`src/rtl/piece_probe.sv`:
```
// piece_probe: sequential tetromino placement/collision probe against a 1-cycle board occupancy RAM.
// Define WALL_KICK_EN to enable three pivot-kick retries after a failed placement attempt.
module piece_probe #(
    parameter int BOARD_W = 10,
    parameter int BOARD_H = 22,
    parameter int POS_W   = 5,
    parameter int IDX_W   = 8,
    parameter int COLOR_W = 12
) (
    input  logic               clk,
    input  logic               rst,
    input  logic               req_valid,
    output logic               req_ready,
    input  logic [2:0]         req_block,
    input  logic [1:0]         req_status,
    input  logic [POS_W-1:0]   req_x,
    input  logic [POS_W-1:0]   req_y,
    output logic               rd_en,
    output logic [IDX_W-1:0]   rd_addr,
    input  logic               rd_data,
    output logic               rsp_valid,
    input  logic               rsp_ready,
    output logic               rsp_hit,
    output logic               rsp_oob,
    output logic [IDX_W-1:0]   rsp_pos0,
    output logic [IDX_W-1:0]   rsp_pos1,
    output logic [IDX_W-1:0]   rsp_pos2,
    output logic [IDX_W-1:0]   rsp_pos3,
    output logic [POS_W-1:0]   rsp_x,
    output logic [POS_W-1:0]   rsp_y,
    output logic [1:0]         rsp_kick,
    output logic [COLOR_W-1:0] rsp_color
);

    localparam int CW = POS_W + 2;
    typedef logic signed [CW-1:0] coord_t;

    localparam coord_t BW_S = coord_t'(BOARD_W);
    localparam coord_t BH_S = coord_t'(BOARD_H);

    // Piece codes; 3'd0 is not a piece and probes as fully out of bounds.
    localparam logic [2:0] BLOCK_I = 3'd1;
    localparam logic [2:0] BLOCK_J = 3'd2;
    localparam logic [2:0] BLOCK_L = 3'd3;
    localparam logic [2:0] BLOCK_O = 3'd4;
    localparam logic [2:0] BLOCK_S = 3'd5;
    localparam logic [2:0] BLOCK_T = 3'd6;
    localparam logic [2:0] BLOCK_Z = 3'd7;

    localparam logic [11:0] COLOR_I = 12'h0FF;
    localparam logic [11:0] COLOR_J = 12'h00F;
    localparam logic [11:0] COLOR_L = 12'hF80;
    localparam logic [11:0] COLOR_O = 12'hFF0;
    localparam logic [11:0] COLOR_S = 12'h0F0;
    localparam logic [11:0] COLOR_T = 12'h80F;
    localparam logic [11:0] COLOR_Z = 12'hF00;

    typedef enum logic [2:0] {
        S_IDLE,
        S_ISSUE,
        S_DRAIN,
        S_EVAL,
        S_RESP
    } state_t;

    function automatic void base_offset(input  logic [2:0]        b,
                                        input  logic [1:0]        j,
                                        output logic signed [2:0] dx,
                                        output logic signed [2:0] dy);
        dx = 3'sd0;
        dy = 3'sd0;
        case ({b, j})
            {BLOCK_I, 2'd1}: begin dx = -3'sd1; dy =  3'sd0; end
            {BLOCK_I, 2'd2}: begin dx =  3'sd1; dy =  3'sd0; end
            {BLOCK_I, 2'd3}: begin dx =  3'sd2; dy =  3'sd0; end
            {BLOCK_J, 2'd1}: begin dx = -3'sd1; dy =  3'sd1; end
            {BLOCK_J, 2'd2}: begin dx = -3'sd1; dy =  3'sd0; end
            {BLOCK_J, 2'd3}: begin dx =  3'sd1; dy =  3'sd0; end
            {BLOCK_L, 2'd1}: begin dx =  3'sd1; dy =  3'sd1; end
            {BLOCK_L, 2'd2}: begin dx = -3'sd1; dy =  3'sd0; end
            {BLOCK_L, 2'd3}: begin dx =  3'sd1; dy =  3'sd0; end
            {BLOCK_O, 2'd1}: begin dx =  3'sd0; dy =  3'sd1; end
            {BLOCK_O, 2'd2}: begin dx =  3'sd1; dy =  3'sd1; end
            {BLOCK_O, 2'd3}: begin dx =  3'sd1; dy =  3'sd0; end
            {BLOCK_S, 2'd1}: begin dx =  3'sd0; dy =  3'sd1; end
            {BLOCK_S, 2'd2}: begin dx =  3'sd1; dy =  3'sd1; end
            {BLOCK_S, 2'd3}: begin dx = -3'sd1; dy =  3'sd0; end
            {BLOCK_T, 2'd1}: begin dx =  3'sd0; dy =  3'sd1; end
            {BLOCK_T, 2'd2}: begin dx = -3'sd1; dy =  3'sd0; end
            {BLOCK_T, 2'd3}: begin dx =  3'sd1; dy =  3'sd0; end
            {BLOCK_Z, 2'd1}: begin dx = -3'sd1; dy =  3'sd1; end
            {BLOCK_Z, 2'd2}: begin dx =  3'sd0; dy =  3'sd1; end
            {BLOCK_Z, 2'd3}: begin dx =  3'sd1; dy =  3'sd0; end
            default: ;
        endcase
    endfunction

    // Each quarter turn clockwise maps (dx,dy) -> (dy,-dx).
    function automatic void rotate(input  logic [1:0]        s,
                                   input  logic signed [2:0] dx,
                                   input  logic signed [2:0] dy,
                                   output logic signed [2:0] rx,
                                   output logic signed [2:0] ry);
        case (s)
            2'd0:    begin rx =  dx; ry =  dy; end
            2'd1:    begin rx =  dy; ry = -dx; end
            2'd2:    begin rx = -dx; ry = -dy; end
            default: begin rx = -dy; ry =  dx; end
        endcase
    endfunction

    function automatic logic [COLOR_W-1:0] blk_color(input logic [2:0] b);
        logic [11:0] c;
        case (b)
            BLOCK_I: c = COLOR_I;
            BLOCK_J: c = COLOR_J;
            BLOCK_L: c = COLOR_L;
            BLOCK_O: c = COLOR_O;
            BLOCK_S: c = COLOR_S;
            BLOCK_T: c = COLOR_T;
            BLOCK_Z: c = COLOR_Z;
            default: c = '0;
        endcase
        return COLOR_W'(c);
    endfunction

    state_t             state_q;
    logic               req_ready_q;
    logic [2:0]         blk_q;
    logic [1:0]         st_q;
    logic [POS_W-1:0]   x_q;
    logic [POS_W-1:0]   y_q;
    coord_t             px_q;
    coord_t             py_q;
    logic [1:0]         k_q;
    logic               rd_en_q;
    logic [IDX_W-1:0]   rd_addr_q;
    logic               rd_vld_q;
    logic               occ_q;
    logic [3:0]         cell_oob_q;
    logic [IDX_W-1:0]   cell_idx_q [4];

    logic               rsp_valid_q;
    logic               rsp_hit_q;
    logic               rsp_oob_q;
    logic [IDX_W-1:0]   rsp_pos_q [4];
    logic [POS_W-1:0]   rsp_x_q;
    logic [POS_W-1:0]   rsp_y_q;
    logic [COLOR_W-1:0] rsp_color_q;

`ifdef WALL_KICK_EN
    logic [1:0]         cand_q;
    logic [1:0]         cand_d;
    logic               c0_oob_q;
    logic [IDX_W-1:0]   c0_pos_q [4];
    logic [1:0]         rsp_kick_q;
`endif

    // Next cell to issue: source selection, geometry and bounds.
    logic [2:0]         src_b;
    logic [1:0]         src_s;
    coord_t             src_x;
    coord_t             src_y;
    logic [1:0]         src_k;
    logic               issue_go;
    logic signed [2:0]  off_dx;
    logic signed [2:0]  off_dy;
    logic signed [2:0]  rot_dx;
    logic signed [2:0]  rot_dy;
    coord_t             cell_x;
    coord_t             cell_y;
    logic               cell_oob_d;
    logic [IDX_W-1:0]   cell_idx_d;
    logic               ev_hit;

    logic               rep_hit;
    logic               rep_oob;
    logic [IDX_W-1:0]   rep_pos [4];
    logic [POS_W-1:0]   rep_x;
    logic [POS_W-1:0]   rep_y;
    logic [1:0]         rep_kick;

    assign ev_hit = occ_q | (|cell_oob_q);

    always_comb begin
        src_b    = blk_q;
        src_s    = st_q;
        src_x    = px_q;
        src_y    = py_q;
        src_k    = k_q + 2'd1;
        issue_go = 1'b0;
`ifdef WALL_KICK_EN
        cand_d   = cand_q + 2'd1;
`endif
        case (state_q)
            S_IDLE: begin
                src_b    = req_block;
                src_s    = req_status;
                src_x    = coord_t'({2'b00, req_x});
                src_y    = coord_t'({2'b00, req_y});
                src_k    = 2'd0;
                issue_go = req_valid & req_ready_q;
            end
            S_ISSUE: issue_go = (k_q != 2'd3);
`ifdef WALL_KICK_EN
            // Retry pivots are offsets from the requested pivot, not cumulative.
            S_EVAL: begin
                src_k    = 2'd0;
                src_x    = coord_t'({2'b00, x_q});
                src_y    = coord_t'({2'b00, y_q});
                case (cand_d)
                    2'd1:    src_x = coord_t'({2'b00, x_q}) - coord_t'(1);
                    2'd2:    src_x = coord_t'({2'b00, x_q}) + coord_t'(1);
                    default: src_y = coord_t'({2'b00, y_q}) + coord_t'(1);
                endcase
                issue_go = ev_hit && (cand_q != 2'd3);
            end
`endif
            default: ;
        endcase

        base_offset(src_b, src_k, off_dx, off_dy);
        rotate(src_s, off_dx, off_dy, rot_dx, rot_dy);
        cell_x     = src_x + CW'(rot_dx);
        cell_y     = src_y + CW'(rot_dy);
        cell_oob_d = (src_b == 3'd0) || cell_x[CW-1] || cell_y[CW-1] ||
                     (cell_x >= BW_S) || (cell_y >= BH_S);
        cell_idx_d = cell_oob_d ? '0 :
                     IDX_W'(unsigned'(cell_y)) * IDX_W'(BOARD_W) + IDX_W'(unsigned'(cell_x));
    end

    always_comb begin
        rep_hit  = ev_hit;
        rep_oob  = |cell_oob_q;
        rep_pos  = cell_idx_q;
        rep_x    = x_q;
        rep_y    = y_q;
        rep_kick = 2'd0;
`ifdef WALL_KICK_EN
        if (!ev_hit) begin
            rep_x    = px_q[POS_W-1:0];
            rep_y    = py_q[POS_W-1:0];
            rep_kick = cand_q;
        end else begin
            rep_oob  = c0_oob_q;
            rep_pos  = c0_pos_q;
        end
`endif
    end

    always_ff @(posedge clk) begin
        if (rst) begin
            state_q     <= S_IDLE;
            req_ready_q <= 1'b1;
            blk_q       <= '0;
            st_q        <= '0;
            x_q         <= '0;
            y_q         <= '0;
            px_q        <= '0;
            py_q        <= '0;
            k_q         <= '0;
            rd_en_q     <= 1'b0;
            rd_addr_q   <= '0;
            rd_vld_q    <= 1'b0;
            occ_q       <= 1'b0;
            cell_oob_q  <= '0;
            cell_idx_q  <= '{default: '0};
            rsp_valid_q <= 1'b0;
            rsp_hit_q   <= 1'b0;
            rsp_oob_q   <= 1'b0;
            rsp_pos_q   <= '{default: '0};
            rsp_x_q     <= '0;
            rsp_y_q     <= '0;
            rsp_color_q <= '0;
`ifdef WALL_KICK_EN
            cand_q      <= '0;
            c0_oob_q    <= 1'b0;
            c0_pos_q    <= '{default: '0};
            rsp_kick_q  <= '0;
`endif
        end else begin
            rd_vld_q <= rd_en_q;
            if (rd_vld_q) occ_q <= occ_q | rd_data;

            if (issue_go) begin
                rd_en_q           <= !cell_oob_d;
                rd_addr_q         <= cell_idx_d;
                cell_oob_q[src_k] <= cell_oob_d;
                cell_idx_q[src_k] <= cell_idx_d;
            end else begin
                rd_en_q   <= 1'b0;
                rd_addr_q <= '0;
            end

            case (state_q)
                S_IDLE: begin
                    if (req_valid && req_ready_q) begin
                        blk_q       <= req_block;
                        st_q        <= req_status;
                        x_q         <= req_x;
                        y_q         <= req_y;
                        px_q        <= src_x;
                        py_q        <= src_y;
                        k_q         <= 2'd0;
                        occ_q       <= 1'b0;
                        req_ready_q <= 1'b0;
                        state_q     <= S_ISSUE;
`ifdef WALL_KICK_EN
                        cand_q      <= 2'd0;
`endif
                    end
                end
                S_ISSUE: begin
                    k_q <= k_q + 2'd1;
                    if (k_q == 2'd3) state_q <= S_DRAIN;
                end
                S_DRAIN: state_q <= S_EVAL;
                S_EVAL: begin
                    if (issue_go) begin
`ifdef WALL_KICK_EN
                        if (cand_q == 2'd0) begin
                            c0_oob_q <= |cell_oob_q;
                            c0_pos_q <= cell_idx_q;
                        end
                        cand_q  <= cand_d;
                        px_q    <= src_x;
                        py_q    <= src_y;
                        k_q     <= 2'd0;
                        occ_q   <= 1'b0;
                        state_q <= S_ISSUE;
`endif
                    end else begin
                        rsp_hit_q   <= rep_hit;
                        rsp_oob_q   <= rep_oob;
                        rsp_pos_q   <= rep_pos;
                        rsp_x_q     <= rep_x;
                        rsp_y_q     <= rep_y;
                        rsp_color_q <= blk_color(blk_q);
                        rsp_valid_q <= 1'b1;
                        state_q     <= S_RESP;
`ifdef WALL_KICK_EN
                        rsp_kick_q  <= rep_kick;
`endif
                    end
                end
                S_RESP: begin
                    if (rsp_ready) begin
                        rsp_valid_q <= 1'b0;
                        req_ready_q <= 1'b1;
                        state_q     <= S_IDLE;
                    end
                end
                default: state_q <= S_IDLE;
            endcase
        end
    end

    assign req_ready = req_ready_q;
    assign rd_en     = rd_en_q;
    assign rd_addr   = rd_addr_q;
    assign rsp_valid = rsp_valid_q;
    assign rsp_hit   = rsp_hit_q;
    assign rsp_oob   = rsp_oob_q;
    assign rsp_pos0  = rsp_pos_q[0];
    assign rsp_pos1  = rsp_pos_q[1];
    assign rsp_pos2  = rsp_pos_q[2];
    assign rsp_pos3  = rsp_pos_q[3];
    assign rsp_x     = rsp_x_q;
    assign rsp_y     = rsp_y_q;
    assign rsp_color = rsp_color_q;
`ifdef WALL_KICK_EN
    assign rsp_kick  = rsp_kick_q;
`else
    assign rsp_kick  = 2'd0;
    logic unused_rep_kick;
    assign unused_rep_kick = ^rep_kick;
`endif

endmodule

```
`config.mk`:
```
export PLATFORM = sky130hd
export DESIGN_NAME = piece_probe
export DESIGN_NICKNAME = d
export VERILOG_FILES = /design/src/rtl/piece_probe.sv
export SDC_FILE = /design/constraint.sdc
export NUM_CORES = 1
export LEC_CHECK = 0
export BUFFER_PORTS_ARGS = -buffer_cell sky130_fd_sc_hd__buf_2
export CORE_MARGIN = 2
export CORE_UTILIZATION = 36
export DETAILED_ROUTE_END_ITERATION = 16
export RECOVER_POWER = 25
export SLEW_MARGIN = 40
export SYNTH_ARGS = -nofsm -noshare
export SYNTH_HDL_FRONTEND = slang
export SYNTH_SLANG_ARGS = --single-unit
```
`constraint.sdc`:
```
create_clock -name clk -period 7.4 [get_ports clk]
set_clock_uncertainty 0.05 [all_clocks]
set_input_delay 0.74 -clock clk [delete_from_list [all_inputs] [get_ports clk]]
set_output_delay 0.74 -clock clk [all_outputs]
set_load 0.02 [all_outputs]
```
==> results of run 1 <==
## metal layers
metal,vias to the layer above,share of wire [%],global-route usage [%]
met2,118,46,27.3
met3,14,4.2,4.49
met4,0,1.1,4.93
met5,-,0,0
li1,2813,-,-
met1,2564,48,23.4
## cell families after synthesis
logic type,share of synthesized area [%]
AO/OA/AOI/OAI,17.5
XOR/XNOR,1.64
adder cells (fa/ha/maj),6.72
buffers and inverters,6.33
flip-flops,41.3
multiplexers,0.782
other,0.0586
AND/OR/NAND/NOR,25.7
## through the flow
step / setup WS [ns] / hold WS [ns] / cell area [sq um]
after global placement: 1.36 / 0.385 / 6860
after CTS: 1.11 / 0.401 / 7510
after global routing: 0.665 / 0.415 / 7460
final: 1.09 / 0.400 / 7460
after floorplan: 1.89 / 0.371 / 6410
after detailed placement: 1.15 / 0.386 / 6870
## synth_stat cells, types with 4 or more instances
master	instances	area (sq um)
nand2_1	173	649
dfxtp_1	132	2640
a21oi_1	94	470
clkbuf_1	41	154
nor2_1	36	135
nand3b_1	34	255
ha_1	28	350
inv_1	21	78.8
o41ai_1	18	158
nand3_1	14	70.1
nor3_1	11	55.1
buf_4	10	75.1
nand2b_1	9	56.3
o31ai_1	9	67.6
xnor2_1	9	78.8
and3_1	8	50.1
o21ai_0	8	40.0
or4_1	8	60.1
a211oi_1	7	52.6
and2_1	7	43.8
nor4_1	7	43.8
buf_2	6	30.0
or2_2	6	37.5
a21o_1	5	37.5
buf_6	5	56.3
mux2i_1	5	50.1
or3_1	5	31.3
fa_1	4	80.1
nand4_1	4	25.0
nor2b_1	4	25.0
nor3b_1	4	30.0
nor4b_1	4	35.0
o21ai_1	4	20.0
o31a_1	4	35.0
## state kept, by name (all words and copies together), names as in the netlist, 4 cells and up
| signal | flops |
|---|---|
| cell_oob_q | 4 |
| py_q | 7 |
| rsp_color | 5 |
| rsp_pos0 | 8 |
| rd_addr | 8 |
| cell_idx_q | 32 |
| rsp_y | 5 |
| px_q | 7 |
| rep_y | 5 |
| rsp_pos3 | 8 |
| rep_x | 5 |
| rsp_x | 5 |
| rsp_pos1 | 8 |
| rsp_pos2 | 8 |
## final timing paths
kind | startpoint | end | slack [ns] | cells past startpoint
worst max-delay path | k_q[0] | cell_idx_q[23] | 1.09 | 23
worst min-delay path | py_q[5] | py_q[5] | 0.40 | 1
worst max register to register | k_q[0] | cell_idx_q[23] | 1.09 | 23
worst min register to register | py_q[5] | py_q[5] | 0.40 | 1
## power by group
group	leakage (nW)	switching [mW]	internal, mW	total (mW)
sequential	1.07	0.0204	0.736	0.756
clock	0.299	0.336	0.578	0.914
combinational	1.51	0.253	0.124	0.376
## cells in the final DEF (no fill, tap or decap), types with 9 or more instances in the layout
cell,instances
nand2_1,173
dfxtp_1,132
a21oi_1,94
buf_2,45
clkbuf_1,42
nor2_1,35
nand3b_1,34
ha_1,28
inv_1,21
o41ai_1,18
clkbuf_16,17
nand3_1,13
nor3_1,10
nand2b_1,9
xnor2_1,9
o31ai_1,9
## final cells by class
| class | instances | share of cell area, % |
|---|---|---|
| tap | 225 | 3.77 |
| clock buffer | 19 | 5.94 |
| inverter | 21 | 1.06 |
| sequential | 132 | 35.4 |
| multi-input combinational | 564 | 45.4 |
| timing repair buffer | 93 | 5.79 |
| clock inverter | 13 | 2.63 |
==> results_dict.tcl, run 1 <==
set metrics [dict create \
    violations "max-capacitance violations, max-slew violations" \
    dieArea_sq_mm 0.0189 \
    period_share_pct 85.2 \
    drtIter0Drc 322 \
    startpoint_type "flop" \
    root_buffer "clkbuf_16" \
    syn_inst 781 \
    setup.worst_path.end_class "flop" \
    crit_type "reg2reg" \
    grt_pass1_vias 4950 \
    ys.flop_type "dfxtp_1" \
    path_buf_inv 1 \
    crit_slowest_cell "or4_1" \
    multi_input_area_sq_mm 0.00339 \
    path_delay_family "adder cells" \
    tightest_slew_ns 2.95 \
    drv_slew 71 \
    slowest_delay_ns 0.58 \
    initial_core_util_pct 36.9 \
    crit_chain "ha_1 -> nor2_1 -> o21a_1 -> o21ai_0 -> a21oi_1 -> inv_1 -> ha_1 -> or4_1 -> nand2_1 -> ha_1 -> and3_1 -> or3_1 -> and2_1 -> ha_1 -> ha_1 -> fa_1 -> xor2_1 -> ha_1 -> a21oi_1 -> o21ai_0 -> xnor2_1 -> nand2_1 -> o31ai_1" \
    cts.path.max_buffers 2 \
    post_cts_buffers 0 \
    drc 0 \
    max_slew_margin_pct -96.7 \
    status "finished, violations left" \
    grt-ovfl-total 0 \
    p_leak_nw 2.88 \
    numCtsBuffers 17 \
    synth_area_per_cell_sq_um 8.20 \
    ff_latch_area_sq_mm 0.00264 \
    synth_seq_area_share_pct 41.3 \
    crit_path_frequent_cell "ha_1" \
    port_buffers 86 \
    yosysWarnings 0 \
    async_flop_share_pct 0 \
    cts_tree "built" \
    cts_htree_levels 4 \
    areaGrowthSynthToFinish_pct 16.5 \
    rsz0062_at_grt "false" \
    antenna_found_initial 0 \
    vdd_drop_max_uv 164 \
    rows 48 \
    period_minus_slack_ns 6.31 \
    synth_edf_count 0 \
    ant_nets 0 \
    die_height_um 137 \
    final_layout_size_suffix_gt1_share_pct 11.9 \
    ys_types 56 \
    cts.sink_count 132 \
    die_x_um 137 \
    cts_hold_buf 0 \
    grt_max_degree 71 \
    grt.total_usage_pct 17.3 \
    fin_util_pct 43.0 \
    place.gp.congestion 0.821 \
    insertion_delay_ns 0.42 \
    cts_resized 0 \
    ios 89 \
    drv_cap 1 \
    ys_ff_latch 132 \
    dr.pass1.iters 5 \
    max_freq_ghz 0.159 \
    viasPerCell 5.16 \
    num_vias 5509 \
    finalPower_mw 2.05 \
    core_sq_mm 0.0174 \
    arrival_ns 6.60 \
    dp.cells 1035 \
    hold_viol 0 \
    routedWlPerCell_um 14.9 \
    nNetsFinal 881 \
    finalWirelength_mm 15.9 \
    min_path_type "reg2reg" \
    dp.final_hpwl_mm 11.0 \
    antennaDiodeCount 0 \
    tns_ns 0 \
    path_clk_slew_ns 0.06 \
    power.density_mw_per_mm2 274 \
    nFillCells 1766 \
    grt_pass1_wl_mm 25.5 \
    setup_viol 0 \
    critical_path_required_ns 7.69 \
    syn_area_sq_mm 0.00640 \
    finalNonFillerCells 1067 \
    crit_path_max_fanout 13 \
]
Note: power is estimated with default switching activity, not from simulation.
==> inputs of run 2 (changes only) <==
- CELL_PAD_IN_SITES_DETAIL_PLACEMENT: not set -> 1
- CELL_PAD_IN_SITES_GLOBAL_PLACEMENT: not set -> 2
- CORE_UTILIZATION: 36 -> 34
- PLACE_DENSITY_LB_ADDON: not set -> 0.1
==> run 2 against run 1 <==
Against the previous run:
- the flow now finishes without violations
- utilization is 3.0 points lower
- setup slack got worse by 0.15 ns
- sequential power about the same
- clock power down 3.5%
- non-clock buffer count stayed put
- fmax shrank 2.3%
- combinational power increased by 6.4%
- critical path type unchanged
- final cell count up 0.75%
==> results_dict.tcl, run 2 (same netlist as run 1, synthesis figures left out) <==
set metrics [dict create \
    rsz0062_at_grt "false" \
    cts.sink_count 132 \
    vdd_drop_max_uv 158 \
    dieArea_sq_mm 0.0199 \
    finalNonFillerCells 1075 \
    p_leak_nw 2.83 \
    num_vias 5676 \
    power.density_mw_per_mm2 275 \
    dr.pass1.iters 5 \
    holdWs_ns 0.403 \
    cts_hold_buf 0 \
    cts_tree "built" \
    grt_pass1_wl_mm 31.4 \
    dp.final_hpwl_mm 13.9 \
    port_buffers 86 \
    cts.path.max_buffers 2 \
    final_common_cell "nand2_1" \
    drtIter0Drc 246 \
    tightest_slew_ns 0.762 \
    viasPerCell 5.28 \
    max_freq_ghz 0.155 \
    die_x_um 141 \
    routedWlPerCell_um 18.1 \
    grt.total_usage_pct 20.0 \
    dp.cells 1044 \
    status "completed" \
    period_share_pct 87.2 \
    path_clk_slew_ns 0.06 \
    top_usage_layer "met2" \
    startpoint_type "flop" \
    crit_type "reg2reg" \
    core_sq_mm 0.0186 \
    rows 50 \
    finalPower_mw 2.04 \
    fin_util_pct 40.0 \
    largest_register "cell_idx_q" \
    cts_htree_levels 4 \
    ios 89 \
    post_cts_buffers 0 \
    numCtsBuffers 17 \
    hold_viol 0 \
    areaGrowthSynthToFinish_pct 16.1 \
    finalInstanceArea_sq_mm 0.00743 \
    grt-ovfl-total 0 \
    final_layout_size_suffix_gt1_share_pct 10.8 \
    dp_slack_ns 1.02 \
    insertion_delay_ns 0.42 \
    grt_pass1_vias 5775 \
    antennaDiodeCount 0 \
    layout_common_cells "nand2_1 (173), dfxtp_1 (132), a21oi_1 (94)" \
    drv_cap 0 \
    crit_path_max_fanout 13 \
    critical_path_required_ns 7.67 \
    use_met1_pct 26.7 \
    nNetsFinal 881 \
    root_buffer "clkbuf_16" \
    placed_cell_area_sq_mm 0.00687 \
    period_minus_slack_ns 6.46 \
    setup_viol 0 \
    place.gp.congestion 0.826 \
    cts_resized 0 \
    finalWirelength_mm 19.4 \
    drv_slew 0 \
    antenna_found_initial 0 \
    setup.worst_path.end_class "flop" \
    use_met2_pct 32.7 \
    r2r_slack_ns 0.94 \
    ant_nets 0 \
    grt_use_met3_pct 3.29 \
    tns_ns 0 \
    fin_ws_ns 0.945 \
    min_path_type "reg2reg" \
    max_slew_margin_pct 49.1 \
    largest_reg_flops 32 \
    grt_max_degree 73 \
    arrival_ns 6.73 \
    die_height_um 141 \
    drc 0 \
    initial_core_util_pct 34.5 \
]
==> run 2: changes by cell type in the layout (fill, tap and decap cells not counted), moves of 2 or more <==
cell,before,now
clkinv_4,1,3
clkinv_2,0,2
buf_2,45,36
clkinvlp_4,4,2
clkbuf_8,1,3
clkbuf_1,42,49
inv_6,3,1
==> run 2: path summary, 6_finish.rpt <==
path	startpoint	to	cells past startpoint
min	rsp_pos0[2]	rsp_pos0[2]	2
min reg2reg	rsp_pos0[2]	rsp_pos0[2]	2
max reg2reg	k_q[0]	cell_idx_q[23]	23
max	k_q[0]	cell_idx_q[23]	23
==> run 2: layout make-up <==
cell class                      instances  area [sq um]
Fill cell                            2220         11100
Multi-Input combinational cell        564          3380
Sequential cell                       132          2640
Clock buffer                           20           467
Timing Repair Buffer                   93           424
Tap cell                              234           293
Clock inverter                         11           150
Inverter                               21          78.8
==> run 2: worst max-delay path, stage by stage (launching register included) <==
cell     delay (ns)
dfxtp_1        0.58
ha_1           0.45
nor2_1         0.27
o21a_1         0.16
o21ai_0        0.07
a21oi_1        0.24
inv_1          0.09
ha_1           0.24
or4_1          0.58
nand2_1        0.22
ha_1           0.32
and3_1         0.21
or3_1          0.36
and2_1         0.19
ha_1           0.30
ha_1           0.23
fa_1           0.39
xor2_1         0.17
ha_1           0.34
a21oi_1        0.15
o21ai_0        0.11
xnor2_1        0.20
nand2_1        0.16
o31ai_1        0.27
==> run 2: per-layer routing <==
layer	part of all wire (%)	wire (um)
met1	48	9380
met2	46	9000
met4	1.8	340
met3	3.6	696
met5	0	0
==> run 2: power by group <==
group	total, mW	internal, mW	switching [mW]
combinational	0.400	0.124	0.276
sequential	0.757	0.736	0.0209
clock	0.882	0.556	0.326
total	2.04	1.42	0.624
